[config.mk]
export PLATFORM = sky130hd
export DESIGN_NAME = instruction_loader
export DESIGN_NICKNAME = d
export VERILOG_FILES = /design/src/rtl/instruction_loader_pkg.sv /design/src/rtl/instruction_loader_byte_word_assembler.sv /design/src/rtl/instruction_loader.sv
export SDC_FILE = /design/constraint.sdc
export NUM_CORES = 1
export LEC_CHECK = 0
export BUFFER_PORTS_ARGS = -buffer_cell sky130_fd_sc_hd__buf_4
export CORE_MARGIN = 3
export CORE_UTILIZATION = 40
export CTS_CLUSTER_SIZE = 20
export DETAILED_ROUTE_END_ITERATION = 7
export PLACE_DENSITY = 0.65
export SLEW_MARGIN = 5
export SYNTH_ARGS = -nofsm -noshare
export SYNTH_HDL_FRONTEND = slang
export SYNTH_SLANG_ARGS = --single-unit
[constraint.sdc]
create_clock -name Clock -period 2.2 [get_ports Clock]
set_clock_uncertainty 0.05 [all_clocks]
set_input_delay 0.11 -clock Clock [delete_from_list [all_inputs] [get_ports Clock]]
set_output_delay 0.11 -clock Clock [all_outputs]
set_load 0.01 [all_outputs]
[src/rtl/instruction_loader_pkg.sv]
// Shared types and constants for the instruction memory loader.
package instruction_loader_pkg;

  localparam int BYTES_PER_WORD     = 4;
  localparam int WORD_W             = 32;
  localparam int DEFAULT_DEPTH_LOG2 = 5;
  localparam int BYTE_IDX_W         = $clog2(BYTES_PER_WORD);

  typedef enum logic [2:0] {
    ST_IDLE  = 3'd0,
    ST_COUNT = 3'd1,
    ST_DATA  = 3'd2,
    ST_WRITE = 3'd3,
    ST_DONE  = 3'd4,
    ST_ERROR = 3'd5
  } state_t;

endpackage

[src/rtl/instruction_loader_byte_word_assembler.sv]
// Big-endian byte-to-word shifter; Word is valid in the cycle WordComplete is high.
module byte_word_assembler
  import instruction_loader_pkg::*;
(
  input  logic              Clock,
  input  logic              Reset,
  input  logic              Clear,
  input  logic              ByteStrobe,
  input  logic [7:0]        ByteData,
  output logic [WORD_W-1:0] Word,
  output logic              WordComplete
);

  // Only the three earlier bytes need storage; the fourth is taken straight from the input.
  logic [WORD_W-9:0]     shift_q;
  logic [BYTE_IDX_W-1:0] idx_q;

  always_ff @(posedge Clock) begin
    if (Reset || Clear) begin
      shift_q <= '0;
      idx_q   <= '0;
    end else if (ByteStrobe) begin
      shift_q <= {shift_q[WORD_W-17:0], ByteData};
      idx_q   <= idx_q + BYTE_IDX_W'(1);
    end
  end

  assign Word         = {shift_q, ByteData};
  assign WordComplete = ByteStrobe && (idx_q == BYTE_IDX_W'(BYTES_PER_WORD - 1));

endmodule

[src/rtl/instruction_loader.sv]
// Loads a count-prefixed byte stream into instruction memory, holding the CPU meanwhile.
module instruction_loader
  import instruction_loader_pkg::*;
#(
  parameter int DEPTH_LOG2 = DEFAULT_DEPTH_LOG2
) (
  input  logic        Clock,
  input  logic        Reset,
  input  logic        Start,
  input  logic        ByteValid,
  input  logic [7:0]  ByteData,
  output logic        ByteReady,
  output logic        MemWriteEnable,
  output logic [31:0] MemWriteAddress,
  output logic [31:0] MemWriteData,
  output logic        CpuHold,
  output logic        Busy,
  output logic        Done,
  output logic        Error
);

  // One extra index bit so a full load never wraps before reaching DONE.
  localparam int          IDX_W     = DEPTH_LOG2 + 1;
  localparam logic [31:0] MAX_WORDS = 32'd1 << DEPTH_LOG2;

  state_t            state_q, state_d;
  logic [7:0]        count_q, count_d;
  logic [IDX_W-1:0]  word_idx_q, word_idx_d;

  logic              byte_ready_q;
  logic              cpu_hold_q;
  logic              busy_q;
  logic              done_q;
  logic              error_q;
  logic              wr_en_q;
  logic [31:0]       wr_addr_q;
  logic [31:0]       wr_data_q;

  logic              transfer;
  logic              asm_clear;
  logic              asm_strobe;
  logic [WORD_W-1:0] asm_word;
  logic              word_complete;

  assign transfer   = ByteValid && byte_ready_q;
  assign asm_strobe = transfer && (state_q == ST_DATA);

  byte_word_assembler u_asm (
    .Clock        (Clock),
    .Reset        (Reset),
    .Clear        (asm_clear),
    .ByteStrobe   (asm_strobe),
    .ByteData     (ByteData),
    .Word         (asm_word),
    .WordComplete (word_complete)
  );

  always_comb begin
    state_d    = state_q;
    count_d    = count_q;
    word_idx_d = word_idx_q;
    asm_clear  = 1'b0;
    case (state_q)
      ST_IDLE: if (Start) state_d = ST_COUNT;
      ST_COUNT: begin
        if (transfer) begin
          if (ByteData == 8'd0) begin
            state_d = ST_DONE;
          end else if (32'(ByteData) > MAX_WORDS) begin
            state_d = ST_ERROR;
          end else begin
            count_d    = ByteData;
            word_idx_d = '0;
            asm_clear  = 1'b1;
            state_d    = ST_DATA;
          end
        end
      end
      ST_DATA: if (word_complete) state_d = ST_WRITE;
      ST_WRITE: begin
        word_idx_d = word_idx_q + IDX_W'(1);
        if (32'(word_idx_q) + 32'd1 == 32'(count_q)) state_d = ST_DONE;
        else                                         state_d = ST_DATA;
      end
      ST_DONE:  state_d = ST_IDLE;
      ST_ERROR: if (Start) state_d = ST_COUNT;
      default:  state_d = ST_IDLE;
    endcase
  end

  // Outputs are registered from the next state so they line up with the state they describe.
  always_ff @(posedge Clock) begin
    if (Reset) begin
      state_q      <= ST_IDLE;
      count_q      <= '0;
      word_idx_q   <= '0;
      byte_ready_q <= 1'b0;
      cpu_hold_q   <= 1'b0;
      busy_q       <= 1'b0;
      done_q       <= 1'b0;
      error_q      <= 1'b0;
      wr_en_q      <= 1'b0;
      wr_addr_q    <= '0;
      wr_data_q    <= '0;
    end else begin
      state_q      <= state_d;
      count_q      <= count_d;
      word_idx_q   <= word_idx_d;
      byte_ready_q <= (state_d == ST_COUNT) || (state_d == ST_DATA);
      cpu_hold_q   <= (state_d != ST_IDLE);
      busy_q       <= (state_d == ST_COUNT) || (state_d == ST_DATA) || (state_d == ST_WRITE);
      done_q       <= (state_d == ST_DONE);
      error_q      <= (state_d == ST_ERROR);
      wr_en_q      <= (state_d == ST_WRITE);
      wr_addr_q    <= (state_d == ST_WRITE) ? (32'(word_idx_d) << 2) : 32'd0;
      wr_data_q    <= (state_d == ST_WRITE) ? asm_word : 32'd0;
    end
  end

  assign ByteReady       = byte_ready_q;
  assign CpuHold         = cpu_hold_q;
  assign Busy            = busy_q;
  assign Done            = done_q;
  assign Error           = error_q;
  assign MemWriteEnable  = wr_en_q;
  assign MemWriteAddress = wr_addr_q;
  assign MemWriteData    = wr_data_q;

endmodule

After elaboration in Yosys (flattened, before gate mapping)
Index checks and enable logic that the tools add are counted.

operators by class
  add/sub/neg operators = 3
  $lt $le $gt $ge = 1
  equality and inequality tests = 11
  mux-type cells = 15
  bitwise logic cells = 3
  reduce and logical (&&, ||, !) cells = 12

operator list
  kind                   count
  $mux W3                6
  $mux W6                3
  $eq A3 B2 Y1 const B   4
  $pmux W3 S4            1
  $pmux W6 S2            1
  $eq A3 B3 Y1 const B   3
  $eq A7 B8 Y1           1
  $gt A8 B6 Y1 const B   1
  $logic_not A8 Y1       1
  $add A6 B1 Y7 const B  1
  $add A6 B1 Y6 const B  1
  $eq A3 B1 Y1 const B   2
  $mux W1                4
  $reduce_and A4 Y1      1
  $reduce_or A2 Y1       2
  $logic_and A1 B1 Y1    3
  $logic_not A3 Y1       1
  $logic_or A1 B1 Y1     3
  $not A1 Y1             3
  $reduce_bool A3 Y1     1
  $add A2 B1 Y2 const B  1
  $eq A2 B2 Y1 const B   1

word-level totals
  register bits = 113
  input bits = 12
  output and inout bits = 70
  logic and storage cells = 59

Longest topological paths before layout
  word-level depth = 8
  depth in mapped cells = 8
  mapped depth without buffers = 7

Cells and area by module
From an unflattened synthesis, not the netlist that was laid out.

unflattened totals
  cells, all modules = 348
  area total of the unflattened synthesis = 3465.8 um2

modules (own cells, without submodules)
  module               instances  cells an instance  area each (um2)  seq. area each (um2)
  instruction_loader   1          253                2426.1           1221.2
  byte_word_assembler  1          95                 1039.7           520.5

Worst setup path after synthesis
No wires, ideal clock.

  path kind = register to register
  from = register word_idx_q[0]
  to = register byte_ready_q, in the netlist ByteReady
  library setup time = 0.115 ns
  arrival time = 1.946 ns
  required time = 2.035 ns
  slack = 0.089 ns
  stages on the path, launching flop included = 7
  buffers on the path = 0
  period minus slack after synthesis = 2.111 ns
  cell sequence = dfxtp_1 > ha_1 > xor2_1 > or4_1 > a2111oi_2 > and3_1 > nor3b_2

between the ends
  word-level cells in the longest chain between the ends = 6
  elaborated cells on any way between the ends = 7
  classes of those cells = add/sub (1); eq/ne (3); mux (2); reduce/logical (1)

RTL lines
  item                                                 line                       RTL
  from (decl)                                          instruction_loader.sv:28   logic [IDX_W-1:0] word_idx_q, word_idx_d;
  from (signal assigned)                               instruction_loader.sv:108  word_idx_q <= word_idx_d;
  $add A6 B1 Y7 (*)                                    instruction_loader.sv:82   if (32'(word_idx_q) + 32'd1 == 32'(count_q)) state_d = ST_DONE;
  $eq A7 B8 Y1 (*)                                     instruction_loader.sv:82
  $mux W3 (*)                                          instruction_loader.sv:82
  $pmux W3 S4 (*)                                      instruction_loader.sv:63   case (state_q)
  $eq A3 B1 Y1 / $eq A3 B2 Y1 (equally long branches)  instruction_loader.sv:109  byte_ready_q <= (state_d == ST_COUNT) || (state_d == ST_DATA);
  $logic_or A1 B1 Y1 (*)                               instruction_loader.sv:109
  to (signal assigned)                                 instruction_loader.sv:109
  to (decl)                                            instruction_loader.sv:30   logic byte_ready_q;

Every way passes the cells marked *; elsewhere a longest branch is shown, timed or not.
A chain may end at the register's enable or synchronous reset.

Worst setup path in the final report
  from = input ByteData[3]
  to = register byte_ready_q, in the netlist ByteReady

between the ends
  word-level cells in the longest chain between the ends = 7
  elaborated cells on any way between the ends = 9
  classes of those cells = order compare (1); eq/ne (2); mux (4); reduce/logical (2)

RTL lines
  item                                                 line                       RTL
  from (decl)                                          instruction_loader.sv:11   input logic [7:0] ByteData,
  $gt A8 B6 Y1                                         instruction_loader.sv:69   end else if (32'(ByteData) > MAX_WORDS) begin
  $mux W3                                              instruction_loader.sv:69
  $mux W3 (*)                                          instruction_loader.sv:67   if (ByteData == 8'd0) begin
  $mux W3 (*)                                          instruction_loader.sv:66   if (transfer) begin
  $pmux W3 S4 (*)                                      instruction_loader.sv:63
  $eq A3 B1 Y1 / $eq A3 B2 Y1 (equally long branches)  instruction_loader.sv:109
  $logic_or A1 B1 Y1 (*)                               instruction_loader.sv:109

Marked as above.

==> run metrics <==
status completed; Seq pwr share a little over half; synthesized flop and latch total 87; Rows 32; area of the multi-input gates between 0.001 and 0.0015 sq mm; Layout Cells excl Fill 530; root buf cell clkbuf_8; r2r endpoint Busy$_SDFF_PP0_; final WL around 6.5 mm; setup slack, reg-to-reg ~150 ps; Final period util 95.00%; Iter 0 DRT Violations 98; Vias approximately 2,400; combinational family with the most area after synthesis simple AND/OR/NAND/NOR gates; # H-tree levels 3; Post-synth EDFFs 0; Final Util 52.32%; most common cell after layout, fill and taps aside dfxtp_1; Ys Warns 0; compound-gate portion of the synthesized area approximately 8.8%; routability congestion estimate ~0.83; Area after DPL ~0.0038 sq mm; crit path kind in -> reg; Power Density about 730 mW/mm^2; DP Worst Slack between 40 and 50 ps; Primary FF master, synth dfxtp_1; metal3 WL roughly 420 um; Fin Setup TNS 0 ps; Logic pwr share between 4 and 5%; post-synthesis mux area share ~1.8%; number of remaining DRC errors 0; RR Startpoint word_idx_q[0]$_SDFF_PP0_; Clk pin slew, worst setup/hold paths around 80 ps; Period minus WS final approximately 2100 ps; Internal around 2.3 mW; Post-DP HPWL 4.586 mm; xor and xnor area share after synthesis approximately 2.4%; Peak VDD IR approximately 0.32 mV; Final #Nets between 400 and 500; max cap viols 0; CTS buffer count 9; fin area slightly above 0.004 sq mm; FF/Latch Area 0.001742 sq mm; Gate Count Post-Synth 355; CTS sink count between 80 and 90; startpoint types input pin; Arr. time, crit path about 2300 ps; Inst Count DP between 500 and 600; Die X 96.37 um; Critical Path Source ByteData[3]; Congestion Overflow GR 0; post-synthesis sequential area ratio 53.31%; final setup violating endpoints 0; fmax roughly 480 MHz; Hold WS between 30 and 40 ps; Overall Global Routing Usage 14.73%; Initial Util between 40% and 50%; Setup crit end ByteReady$_SDFF_PP0_; Clock Power Share between 40% and 50%; RSZ-0062 raised after global routing no; vias in the first global route approximately 2,200; DR WL/cell ~12 um; final hold violations 0; WHS Path Cells 2; worst min path class in -> reg; Syn Std Cell Area about 0.0033 sq mm; Pwr Total a little under 3 mW; clock buffer depth 2; Mapped Avg Cell Area 9.202 sq um; Die Span Y slightly below 100 um; switch share between 20% and 30%; async set-or-reset flop fraction in the synthesized netlist 0%; DRT Pass-1 Iters 4; final worst slack ~110 ps; CP Data Required Time 2430 ps; layout cells sized above 1 ~23%; DR WL met2 between 2 and 3 mm; first-pass GRT wire length between 10 and 15 mm; Post-Route M1 WL 3.135 mm; NetSw 0.6302 mW; Top Metal Used met4; most frequent cells in the layout dfxtp_1, buf_4, nand2_1; post-route ant nets 0; Area Growth Syn to Fin 25.05%; Worst Setup End Kind flip-flop; Reg2Reg Depth 7; diodes inserted 0; vias per inst roughly 4.6; initial antenna violation count 0; quantity of I/O buffers inserted on ports 55; die footprint between 0.009 and 0.01 sq mm; largest net degree at the start of global routing 28; Setup Buffers After CTS 0; CTS tree yes; simple-gate share of the synthesized area 24.74%; Fill cells about 720; IO Pins ~80; P_leak between 1.5 and 2 nW; core region area 0.007807 sq mm; final slew viol count 0; Synth Area in Adders less than 1%; Max FO, Critical Path 4; clk_lat worst skew about 350 ps; Netlist cell types 40
[routing by layer]
metal | vias to the layer above | global-route usage [%]
met3 | 6 | 3.641
met5 | - | 0
li1 | 1245 | -
met2 | 79 | 22.37
met1 | 1097 | 19.62
met4 | 0 | 7.009
[power groups by stage]
stage	clock (mW)	combinational [mW]	sequential, mW
floorplan	0	0.101	1.62
global placement	0	0.114	1.62
detailed placement	0	0.115	1.62
CTS	1.27	0.126	1.59
global route	1.34	0.139	1.59
finish	1.25	0.126	1.59
[kinds of logic (layout without fill, tap and decap cells)]
group,Yosys count,count (layout)
AND/OR/NAND/NOR,159,159
flip-flops,87,87
AO/OA/AOI/OAI,48,48
buffers and inverters,43,91
XOR/XNOR,9,9
multiplexers,6,6
adder cells (fa/ha/maj),2,2
other,1,26
[flip-flops by register name (all words and copies together), names as in the netlist, 2 cells and up]
name / count
word_idx_q: 6
state_q: 3
count_q: 8
MemWriteAddress: 6
u_asm.idx_q: 2
u_asm.shift_q: 24
MemWriteData: 32
[critical path, cell delays in order]
cell	delay, ps
dlygate4sd3_1	600
or4_4	520
o21a_4	260
nor3_4	260
nor3_2	80
or3_4	340
nor3b_2	150
[cell type report]
type                       count  share of cell area [%]
timing repair buffer          73                   14.27
multi-input combinational    250                   34.09
sequential                    87                   42.63
tap                          102                   3.124
clock inverter                 4                   1.899
clock buffer                  11                   3.706
inverter                       3                  0.2757
[what timing repair did]
action / in CTS / in global routing
resized for setup: 0 / 9
endpoints found under the setup margin: 0 / 12
hold buffers: 8 / 0
endpoints found under the hold margin: 22 / 0
[worst min-delay path by stage]
stage,start,end
global route,Reset,count_q[5]$_SDFFE_PP0P_
finish,Reset,word_idx_q[2]$_SDFF_PP0_
global placement,ByteData[3],MemWriteData[3]$_SDFF_PP0_
floorplan,ByteData[0],MemWriteData[0]$_SDFF_PP0_
detailed placement,ByteData[7],MemWriteData[7]$_SDFF_PP0_
CTS,Reset,word_idx_q[4]$_SDFF_PP0_
[cell usage after synthesis (2+ instances only)]
| master | count | share of area [%] |
|---|---|---|
| a21oi_1 | 33 | 5.1 |
| a22o_1 | 2 | 0.54 |
| and2_1 | 35 | 6.7 |
| and3_1 | 3 | 0.57 |
| buf_2 | 3 | 0.46 |
| buf_4 | 26 | 6.0 |
| clkbuf_1 | 11 | 1.3 |
| dfxtp_1 | 87 | 53 |
| ha_1 | 2 | 0.77 |
| inv_1 | 3 | 0.34 |
| mux2i_1 | 6 | 1.8 |
| nand2_1 | 57 | 6.5 |
| nand2b_1 | 3 | 0.57 |
| nand3_1 | 7 | 1.1 |
| nor2_1 | 27 | 3.1 |
| nor2b_1 | 7 | 1.3 |
| nor3_1 | 8 | 1.2 |
| nor3b_2 | 2 | 0.77 |
| o21ai_0 | 5 | 0.77 |
| xnor2_1 | 6 | 1.6 |
| xor2_1 | 3 | 0.80 |
Power figures use the tool's default switching activity.
